### config.mk
export PLATFORM = sky130hd
export DESIGN_NAME = iccm_port_arbiter_flat
export DESIGN_NICKNAME = d
export VERILOG_FILES = /design/src/rtl/iccm_port_arbiter_if.sv /design/src/rtl/iccm_port_arbiter.sv /design/src/flat_wrapper.sv
export SDC_FILE = /design/constraint.sdc
export NUM_CORES = 1
export LEC_CHECK = 0
export BUFFER_PORTS_ARGS = -buffer_cell sky130_fd_sc_hd__buf_2
export CORE_ASPECT_RATIO = 0.5
export CORE_MARGIN = 3
export CORE_UTILIZATION = 24
export DETAILED_ROUTE_END_ITERATION = 12
export GPL_TIMING_DRIVEN = 0
export PLACE_DENSITY = 0.8
export SLEW_MARGIN = 25
export SYNTH_ARGS = -nofsm -noshare
export SYNTH_HDL_FRONTEND = slang
export SYNTH_SLANG_ARGS = --single-unit
export TNS_END_PERCENT = 20
### constraint.sdc
create_clock -name clk_i -period 1.2 [get_ports clk_i]
set_clock_uncertainty 0.15 [all_clocks]
set_input_delay 0.06 -clock clk_i [delete_from_list [all_inputs] [get_ports clk_i]]
set_output_delay 0.06 -clock clk_i [all_outputs]
set_load 0.02 [all_outputs]
### src/rtl/iccm_port_arbiter_if.sv
// Bus bundle for the ICCM port arbiter: fetch port, boot-programmer port and
// the shared instr_mem_top request/response channel.
interface iccm_port_arbiter_if #(
  parameter int unsigned AW = 12,
  parameter int unsigned DW = 32
);
  logic          f_req_i;
  logic [AW-1:0] f_addr_i;
  logic          f_gnt_o;
  logic [DW-1:0] f_rdata_o;
  logic          f_rvalid_o;

  logic          p_req_i;
  logic          p_we_i;
  logic [AW-1:0] p_addr_i;
  logic [DW-1:0] p_wdata_i;
  logic          p_gnt_o;
  logic [DW-1:0] p_rdata_o;
  logic          p_rvalid_o;

  logic          boot_done_i;

  logic          mem_req_o;
  logic          mem_we_o;
  logic [AW-1:0] mem_addr_o;
  logic [DW-1:0] mem_wdata_o;
  logic [DW-1:0] mem_rdata_i;
  logic          mem_rvalid_i;

  logic          boot_mode_o;
  logic          err_o;

  // Arbiter side
  modport slave (
    input  f_req_i, f_addr_i,
    output f_gnt_o, f_rdata_o, f_rvalid_o,
    input  p_req_i, p_we_i, p_addr_i, p_wdata_i,
    output p_gnt_o, p_rdata_o, p_rvalid_o,
    input  boot_done_i,
    output mem_req_o, mem_we_o, mem_addr_o, mem_wdata_o,
    input  mem_rdata_i, mem_rvalid_i,
    output boot_mode_o, err_o
  );

  // Requesters and memory side
  modport master (
    output f_req_i, f_addr_i,
    input  f_gnt_o, f_rdata_o, f_rvalid_o,
    output p_req_i, p_we_i, p_addr_i, p_wdata_i,
    input  p_gnt_o, p_rdata_o, p_rvalid_o,
    output boot_done_i,
    input  mem_req_o, mem_we_o, mem_addr_o, mem_wdata_o,
    output mem_rdata_i, mem_rvalid_i,
    input  boot_mode_o, err_o
  );
endinterface

### src/rtl/iccm_port_arbiter.sv
// ICCM port arbiter: programmer owns the memory in BOOT, fetch and programmer share it in RUN.
// Define ICCM_ARB_RR_EN for round-robin RUN arbitration; default is fetch-over-programmer priority.
module iccm_port_arbiter #(
  parameter int unsigned AW = 12,
  parameter int unsigned DW = 32
) (
  input logic               clk_i,
  input logic               rst_i,
  iccm_port_arbiter_if.slave bus
);

  typedef enum logic {ST_BOOT, ST_RUN} state_t;
  typedef enum logic {PORT_P = 1'b0, PORT_F = 1'b1} port_t;

  state_t        state_q, state_d;
  port_t         owner_q;
  logic          pending_q;
  logic          err_q;
  logic          f_gnt, p_gnt;
  logic          mem_we;
  logic          rd_gnt;
  logic [AW-1:0] addr_mux;
  logic [DW-1:0] wdata_mux;

`ifdef ICCM_ARB_RR_EN
  port_t         rr_q, rr_d;
`endif

  // Next state and grant decode; nothing is granted while reset is held
  always_comb begin
    state_d = state_q;
    f_gnt   = 1'b0;
    p_gnt   = 1'b0;
`ifdef ICCM_ARB_RR_EN
    rr_d    = rr_q;
`endif
    if (!rst_i) begin
      case (state_q)
        ST_BOOT: begin
          p_gnt = bus.p_req_i;
          if (bus.boot_done_i) state_d = ST_RUN;
        end
        ST_RUN: begin
          if (bus.f_req_i && bus.p_req_i) begin
`ifdef ICCM_ARB_RR_EN
            if (rr_q == PORT_F) begin
              f_gnt = 1'b1;
              rr_d  = PORT_P;
            end else begin
              p_gnt = 1'b1;
              rr_d  = PORT_F;
            end
`else
            f_gnt = 1'b1;
`endif
          end else begin
            f_gnt = bus.f_req_i;
            p_gnt = bus.p_req_i;
          end
        end
        default: state_d = ST_BOOT;
      endcase
    end
  end

  // Only the programmer can write; fetch grants always present a read
  assign mem_we    = p_gnt & bus.p_we_i;
  assign rd_gnt    = (f_gnt | p_gnt) & ~mem_we;
  assign addr_mux  = f_gnt ? bus.f_addr_i : bus.p_addr_i;
  assign wdata_mux = bus.p_wdata_i;

  always_ff @(posedge clk_i or posedge rst_i) begin
    if (rst_i) begin
      state_q   <= ST_BOOT;
      pending_q <= 1'b0;
      owner_q   <= PORT_P;
      err_q     <= 1'b0;
    end else begin
      state_q   <= state_d;
      pending_q <= rd_gnt;
      if (rd_gnt) owner_q <= f_gnt ? PORT_F : PORT_P;
      if (bus.mem_rvalid_i && !pending_q) err_q <= 1'b1;
    end
  end

`ifdef ICCM_ARB_RR_EN
  always_ff @(posedge clk_i or posedge rst_i) begin
    if (rst_i) rr_q <= PORT_F;
    else       rr_q <= rr_d;
  end
`endif

  assign bus.f_gnt_o     = f_gnt;
  assign bus.p_gnt_o     = p_gnt;
  assign bus.mem_req_o   = f_gnt | p_gnt;
  assign bus.mem_we_o    = mem_we;
  assign bus.mem_addr_o  = addr_mux;
  assign bus.mem_wdata_o = wdata_mux;

  // Response routing; unexpected responses are dropped here and flagged via err_q
  assign bus.f_rvalid_o  = bus.mem_rvalid_i & pending_q & (owner_q == PORT_F);
  assign bus.p_rvalid_o  = bus.mem_rvalid_i & pending_q & (owner_q == PORT_P);
  assign bus.f_rdata_o   = bus.mem_rdata_i;
  assign bus.p_rdata_o   = bus.mem_rdata_i;

  assign bus.boot_mode_o = (state_q == ST_BOOT);
  assign bus.err_o       = err_q;

endmodule

### src/flat_wrapper.sv
// flat-port wrapper written by rule: the top's interface ports become plain ports
module iccm_port_arbiter_flat 
#(
  parameter int unsigned AW = 12,
  parameter int unsigned DW = 32
)
  (clk_i, rst_i, bus_f_req_i, bus_f_addr_i, bus_f_gnt_o, bus_f_rdata_o, bus_f_rvalid_o, bus_p_req_i, bus_p_we_i, bus_p_addr_i, bus_p_wdata_i, bus_p_gnt_o, bus_p_rdata_o, bus_p_rvalid_o, bus_boot_done_i, bus_mem_req_o, bus_mem_we_o, bus_mem_addr_o, bus_mem_wdata_o, bus_mem_rdata_i, bus_mem_rvalid_i, bus_boot_mode_o, bus_err_o);
  iccm_port_arbiter_if #(.AW(AW), .DW(DW)) bus_i ();
  input logic clk_i;
  input logic rst_i;
  input wire logic [$bits(bus_i.f_req_i)-1:0] bus_f_req_i;
  input wire logic [$bits(bus_i.f_addr_i)-1:0] bus_f_addr_i;
  output wire logic [$bits(bus_i.f_gnt_o)-1:0] bus_f_gnt_o;
  output wire logic [$bits(bus_i.f_rdata_o)-1:0] bus_f_rdata_o;
  output wire logic [$bits(bus_i.f_rvalid_o)-1:0] bus_f_rvalid_o;
  input wire logic [$bits(bus_i.p_req_i)-1:0] bus_p_req_i;
  input wire logic [$bits(bus_i.p_we_i)-1:0] bus_p_we_i;
  input wire logic [$bits(bus_i.p_addr_i)-1:0] bus_p_addr_i;
  input wire logic [$bits(bus_i.p_wdata_i)-1:0] bus_p_wdata_i;
  output wire logic [$bits(bus_i.p_gnt_o)-1:0] bus_p_gnt_o;
  output wire logic [$bits(bus_i.p_rdata_o)-1:0] bus_p_rdata_o;
  output wire logic [$bits(bus_i.p_rvalid_o)-1:0] bus_p_rvalid_o;
  input wire logic [$bits(bus_i.boot_done_i)-1:0] bus_boot_done_i;
  output wire logic [$bits(bus_i.mem_req_o)-1:0] bus_mem_req_o;
  output wire logic [$bits(bus_i.mem_we_o)-1:0] bus_mem_we_o;
  output wire logic [$bits(bus_i.mem_addr_o)-1:0] bus_mem_addr_o;
  output wire logic [$bits(bus_i.mem_wdata_o)-1:0] bus_mem_wdata_o;
  input wire logic [$bits(bus_i.mem_rdata_i)-1:0] bus_mem_rdata_i;
  input wire logic [$bits(bus_i.mem_rvalid_i)-1:0] bus_mem_rvalid_i;
  output wire logic [$bits(bus_i.boot_mode_o)-1:0] bus_boot_mode_o;
  output wire logic [$bits(bus_i.err_o)-1:0] bus_err_o;
  assign bus_i.f_req_i = bus_f_req_i;
  assign bus_i.f_addr_i = bus_f_addr_i;
  assign bus_f_gnt_o = bus_i.f_gnt_o;
  assign bus_f_rdata_o = bus_i.f_rdata_o;
  assign bus_f_rvalid_o = bus_i.f_rvalid_o;
  assign bus_i.p_req_i = bus_p_req_i;
  assign bus_i.p_we_i = bus_p_we_i;
  assign bus_i.p_addr_i = bus_p_addr_i;
  assign bus_i.p_wdata_i = bus_p_wdata_i;
  assign bus_p_gnt_o = bus_i.p_gnt_o;
  assign bus_p_rdata_o = bus_i.p_rdata_o;
  assign bus_p_rvalid_o = bus_i.p_rvalid_o;
  assign bus_i.boot_done_i = bus_boot_done_i;
  assign bus_mem_req_o = bus_i.mem_req_o;
  assign bus_mem_we_o = bus_i.mem_we_o;
  assign bus_mem_addr_o = bus_i.mem_addr_o;
  assign bus_mem_wdata_o = bus_i.mem_wdata_o;
  assign bus_i.mem_rdata_i = bus_mem_rdata_i;
  assign bus_i.mem_rvalid_i = bus_mem_rvalid_i;
  assign bus_boot_mode_o = bus_i.boot_mode_o;
  assign bus_err_o = bus_i.err_o;
  iccm_port_arbiter #(.AW(AW), .DW(DW)) u_core (.clk_i(clk_i), .rst_i(rst_i), .bus(bus_i));
endmodule
=== Yosys cells after proc, flatten, opt, wreduce, memory -nomap -nowiden ===
Cells that the tools add are included.

* Input port bits: 95
* Bits in latches: 0
* Memory bits (writable): 0
* Register bits: 4
* Bits in read-only memories: 0
* Memories kept: 0

* Shift operators: 0
* Multipliers: 0
* Magnitude comparators: 0
* Add/subtract/negate cells: 0
* Bitwise gates (word level): 9
* Equal/unequal tests: 0
* Mux-type cells: 10
* Reductions and logical operators: 3
* Divide/modulo/power cells: 0

{| class="wikitable"
|+ Operator list
! operator !! count
|-
| $mux W12 || 1
|-
| $mux W1 || 8
|-
| $and A1 B1 Y1 || 5
|-
| $not A1 Y1 || 3
|-
| $logic_and A1 B1 Y1 || 2
|-
| $pmux W1 S2 || 1
|-
| $logic_not A1 Y1 || 1
|-
| $or A1 B1 Y1 || 1
|}

=== Logic depth before layout (Yosys ltp) ===
* Depth after elaboration: 7
* Depth in mapped cells: 3
* Depth with buffers taken out: 2

=== Worst setup path before layout ===
Ideal clock, no wire load.

* Path kind: register -> output
* Start point: reg u_core.state_q
* End point: out bus_mem_addr_o[10]
* Stages on the path, launching flop included: 4
* Path slack: -0.037 ns
* Data required time: 0.990 ns
* Data arrival time: 1.027 ns
* Path buffers: 1
* Cells stage by stage: dfrtp_1 nand3b_4 buf_6 mux2_4

* Longest elaborated chain between the ends: 3

{| class="wikitable"
|+ RTL lines
! element !! line !! source
|-
| from (decl) || iccm_port_arbiter.sv:15 || <nowiki>state_t state_q, state_d;</nowiki>
|-
| from (signal assigned) || iccm_port_arbiter.sv:79 || <nowiki>state_q <= state_d;</nowiki>
|-
| $mux W1 || iccm_port_arbiter.sv:38 || <nowiki>case (state_q)</nowiki>
|-
| $mux W1 || iccm_port_arbiter.sv:37 || <nowiki>if (!rst_i) begin</nowiki>
|-
| $mux W12 || iccm_port_arbiter.sv:69 || <nowiki>assign addr_mux = f_gnt ? bus.f_addr_i : bus.p_addr_i;</nowiki>
|-
| to (decl) || flat_wrapper.sv:26 || <nowiki>output wire logic [$bits(bus_i.mem_addr_o)-1:0] bus_mem_addr_o;</nowiki>
|}

No other way between the ends.

=== Worst setup path in the final report ===
* Start point: reg u_core.state_q
* End point: out bus_mem_addr_o[2]

The elaborated chain is that of the path after synthesis.

==> flow_summary.ini <==
[sta]
period_share_pct = 130
rsz0062_at_grt = true
tightest_slew_ns = 0.190
hold_viol = 1
setup_viol = 16
period_minus_slack_ns = 1.56
timing.fmax_mhz = 639
worst_slack_ns = -0.365
holdWs_ns = -0.00203
drv_slew = 0
relSlewSlack_pct = 87.3

[logic_synthesis]
yosys_most_used_dff = dfrtp_1
synth-seq-area-share_pct = 8.98
synth_area_um2 = 1110
ys_types = 16
synth.most_common_cell = buf_4
syn_avg_cell_area_um2 = 8.45
yosysWarnings = 0
synth_top_family_by_area = buffers and inverters
synth_cells = 132
syn-num-nets = 227
yosys.area_share.simple_pct = 6.17
ys_seq_elements = 4
synth_xor_area_share_pct = 0
synth_top_cell_area_share_pct = 64.6
synth_compound_area_share_pct = 2.69
async_flop_share_pct = 100
ys_top_cells_by_area = buf_4, mux2_4, dfrtp_1
synth-edff-count = 0
yosysTopAreaCell = buf_4
synthTopCellsByCount = buf_4, mux2_4, inv_1
synth.mux.area_fraction_pct = 14.8
synthAdderAreaFrac_pct = 0

[clock_network]
clockRootBuffer = clkbuf_8
insertion_delay_ns = 0.22
cts_buffers = 3
cts.sinks = 4
clkTransAtPathRegs_ns = 0.03
clockBufferDepth = 2
htreeDepth = 1
tritoncts = done

[layout]
area_growth_pct = 95.2
finalCoreUtilization_pct = 52.0
nets = 387
drive_above_1_share_pct = 92.1
diodes = 0

[place]
gp_routability_congestion = 0.739
portBuffers = 146
dp_hpwl_um = 3470
dp_slack_ns = -0.250

[die]
io_pins = 211
core_um2 = 4180
die_area_um2 = 5550
rows = 16
fp.dieH_um = 54.2
die_x_um = 102
initial_core_util_pct = 26.6

[worst_setup_path]
cp.arrival_ns = 1.35
path_max_fanout = 4
crit_type = reg -> out
worstPathRequired_ns = 0.99
crit_path_start_kind = flip-flop
endpoint_kind = output pin

[detailed_routing]
post_drt_wl_per_cell_um = 11.6
viasPerCell = 3.75
num_vias = 1289
dr.pass1.iters = 4
drt-initial-drc-count = 27
routed_wl_um = 4000
drc = 0
ant_nets = 0

[status]
violations = negative hold slack, negative setup slack
outcome = finished, violations left

[job]
drv_cap = 0

[min_path]
hold_class = in -> reg

[global_route]
grt-ovfl-total = 0
grt_pass1_wl_um = 4510
grt_max_degree = 11
track_usage_pct = 10.3
antenna_found_initial = 0
grt_pass1_vias = 1083

[power]
power_mw = 1.38
vdd_drop_max_mv = 0.248
powerDensity_nw_per_um2 = 636
leakage_nw = 1.37
-- kinds of logic after synthesis --
kind of cell           after synthesis
buffers and inverters              102
AOI/OAI and AO/OA                    5
and+or+nand+nor                      9
DFF                                  4
muxes                               12
-- worst paths after layout --
kind,start,to,slack (ns),cells after the start
max,u_core.state_q,bus_mem_addr_o[2],-0.36,4
min,rst_i,u_core.owner_q,-0.002,3
max reg2reg,u_core.state_q,u_core.owner_q,0.05,4
min reg2reg,u_core.bus.err_o,u_core.bus.err_o,0.31,1
max in group asynchronous,rst_i,u_core.state_q,0.55,3
min in group asynchronous,rst_i,u_core.owner_q,0.19,3
-- registers in the layout, indices dropped and copies added (netlist names) --
register	flops
u_core.bus.err_o	1
u_core.owner_q	1
u_core.pending_q	1
u_core.state_q	1
-- layout by cell type (no fill, tap or decap), drive strengths merged --
cell type,netlist,layout
and3,3,3
a21o,2,2
a21oi,2,2
o21ai,1,1
mux2,12,12
nor3b,1,1
buf,97,246
dfrtp,4,4
inv,5,5
and4,1,1
nor2,1,1
clkbuf,0,4
dlygate4sd3,0,5
nand2b,1,1
nand3b,1,1
nand2,1,1
-- routing by layer --
metal	GRT usage (%)	up-vias	routed length, µm
met5	0	-	0
met4	3.05	0	27
met3	1.94	2	290
met2	21.1	80	2360
met1	11.0	572	1320
li1	-	635	-
-- report_power, final --
group / leakage, nW / switching [mW] / internal [mW]
Sequential: 0.0402 / 0.00289 / 0.142
Combinational: 1.31 / 0.455 / 0.502
Clock: 0.0216 / 0.0676 / 0.214
-- final cells by class --
cell class                 instances  area (µm²)
inverter                           5        18.8
buffer                            97         741
sequential                         4         101
timing repair buffer             155         935
multi-input combinational         26         272
clock buffer                       3        41.3
tap                               54        67.6
fill                             376        2010
-- worst max-delay path, cell delays in order (launching register included) --
cell,delay (ns)
dfrtp_2,0.41
nand3b_4,0.13
buf_12,0.12
mux2_2,0.34
buf_6,0.13
-- stage by stage --
step,area [µm²],setup TNS [ns],cells
detailed placement,1920,-2.29,332
CTS,2060,-4.94,342
global placement,1920,-2.06,332
floorplan,1120,-0.259,132
global route,2180,-5.39,344
finish,2180,-4.91,344
-- timing repair --
action,4_1_cts,5_1_grt
buffers inserted,2,1
setup endpoints to repair,16,18
hold buffers,5,0
gates resized for setup,8,30
cloned,0,1
pin swaps,1,0
endpoints found under the hold margin,8,0
Power figures use the tool's default switching activity.
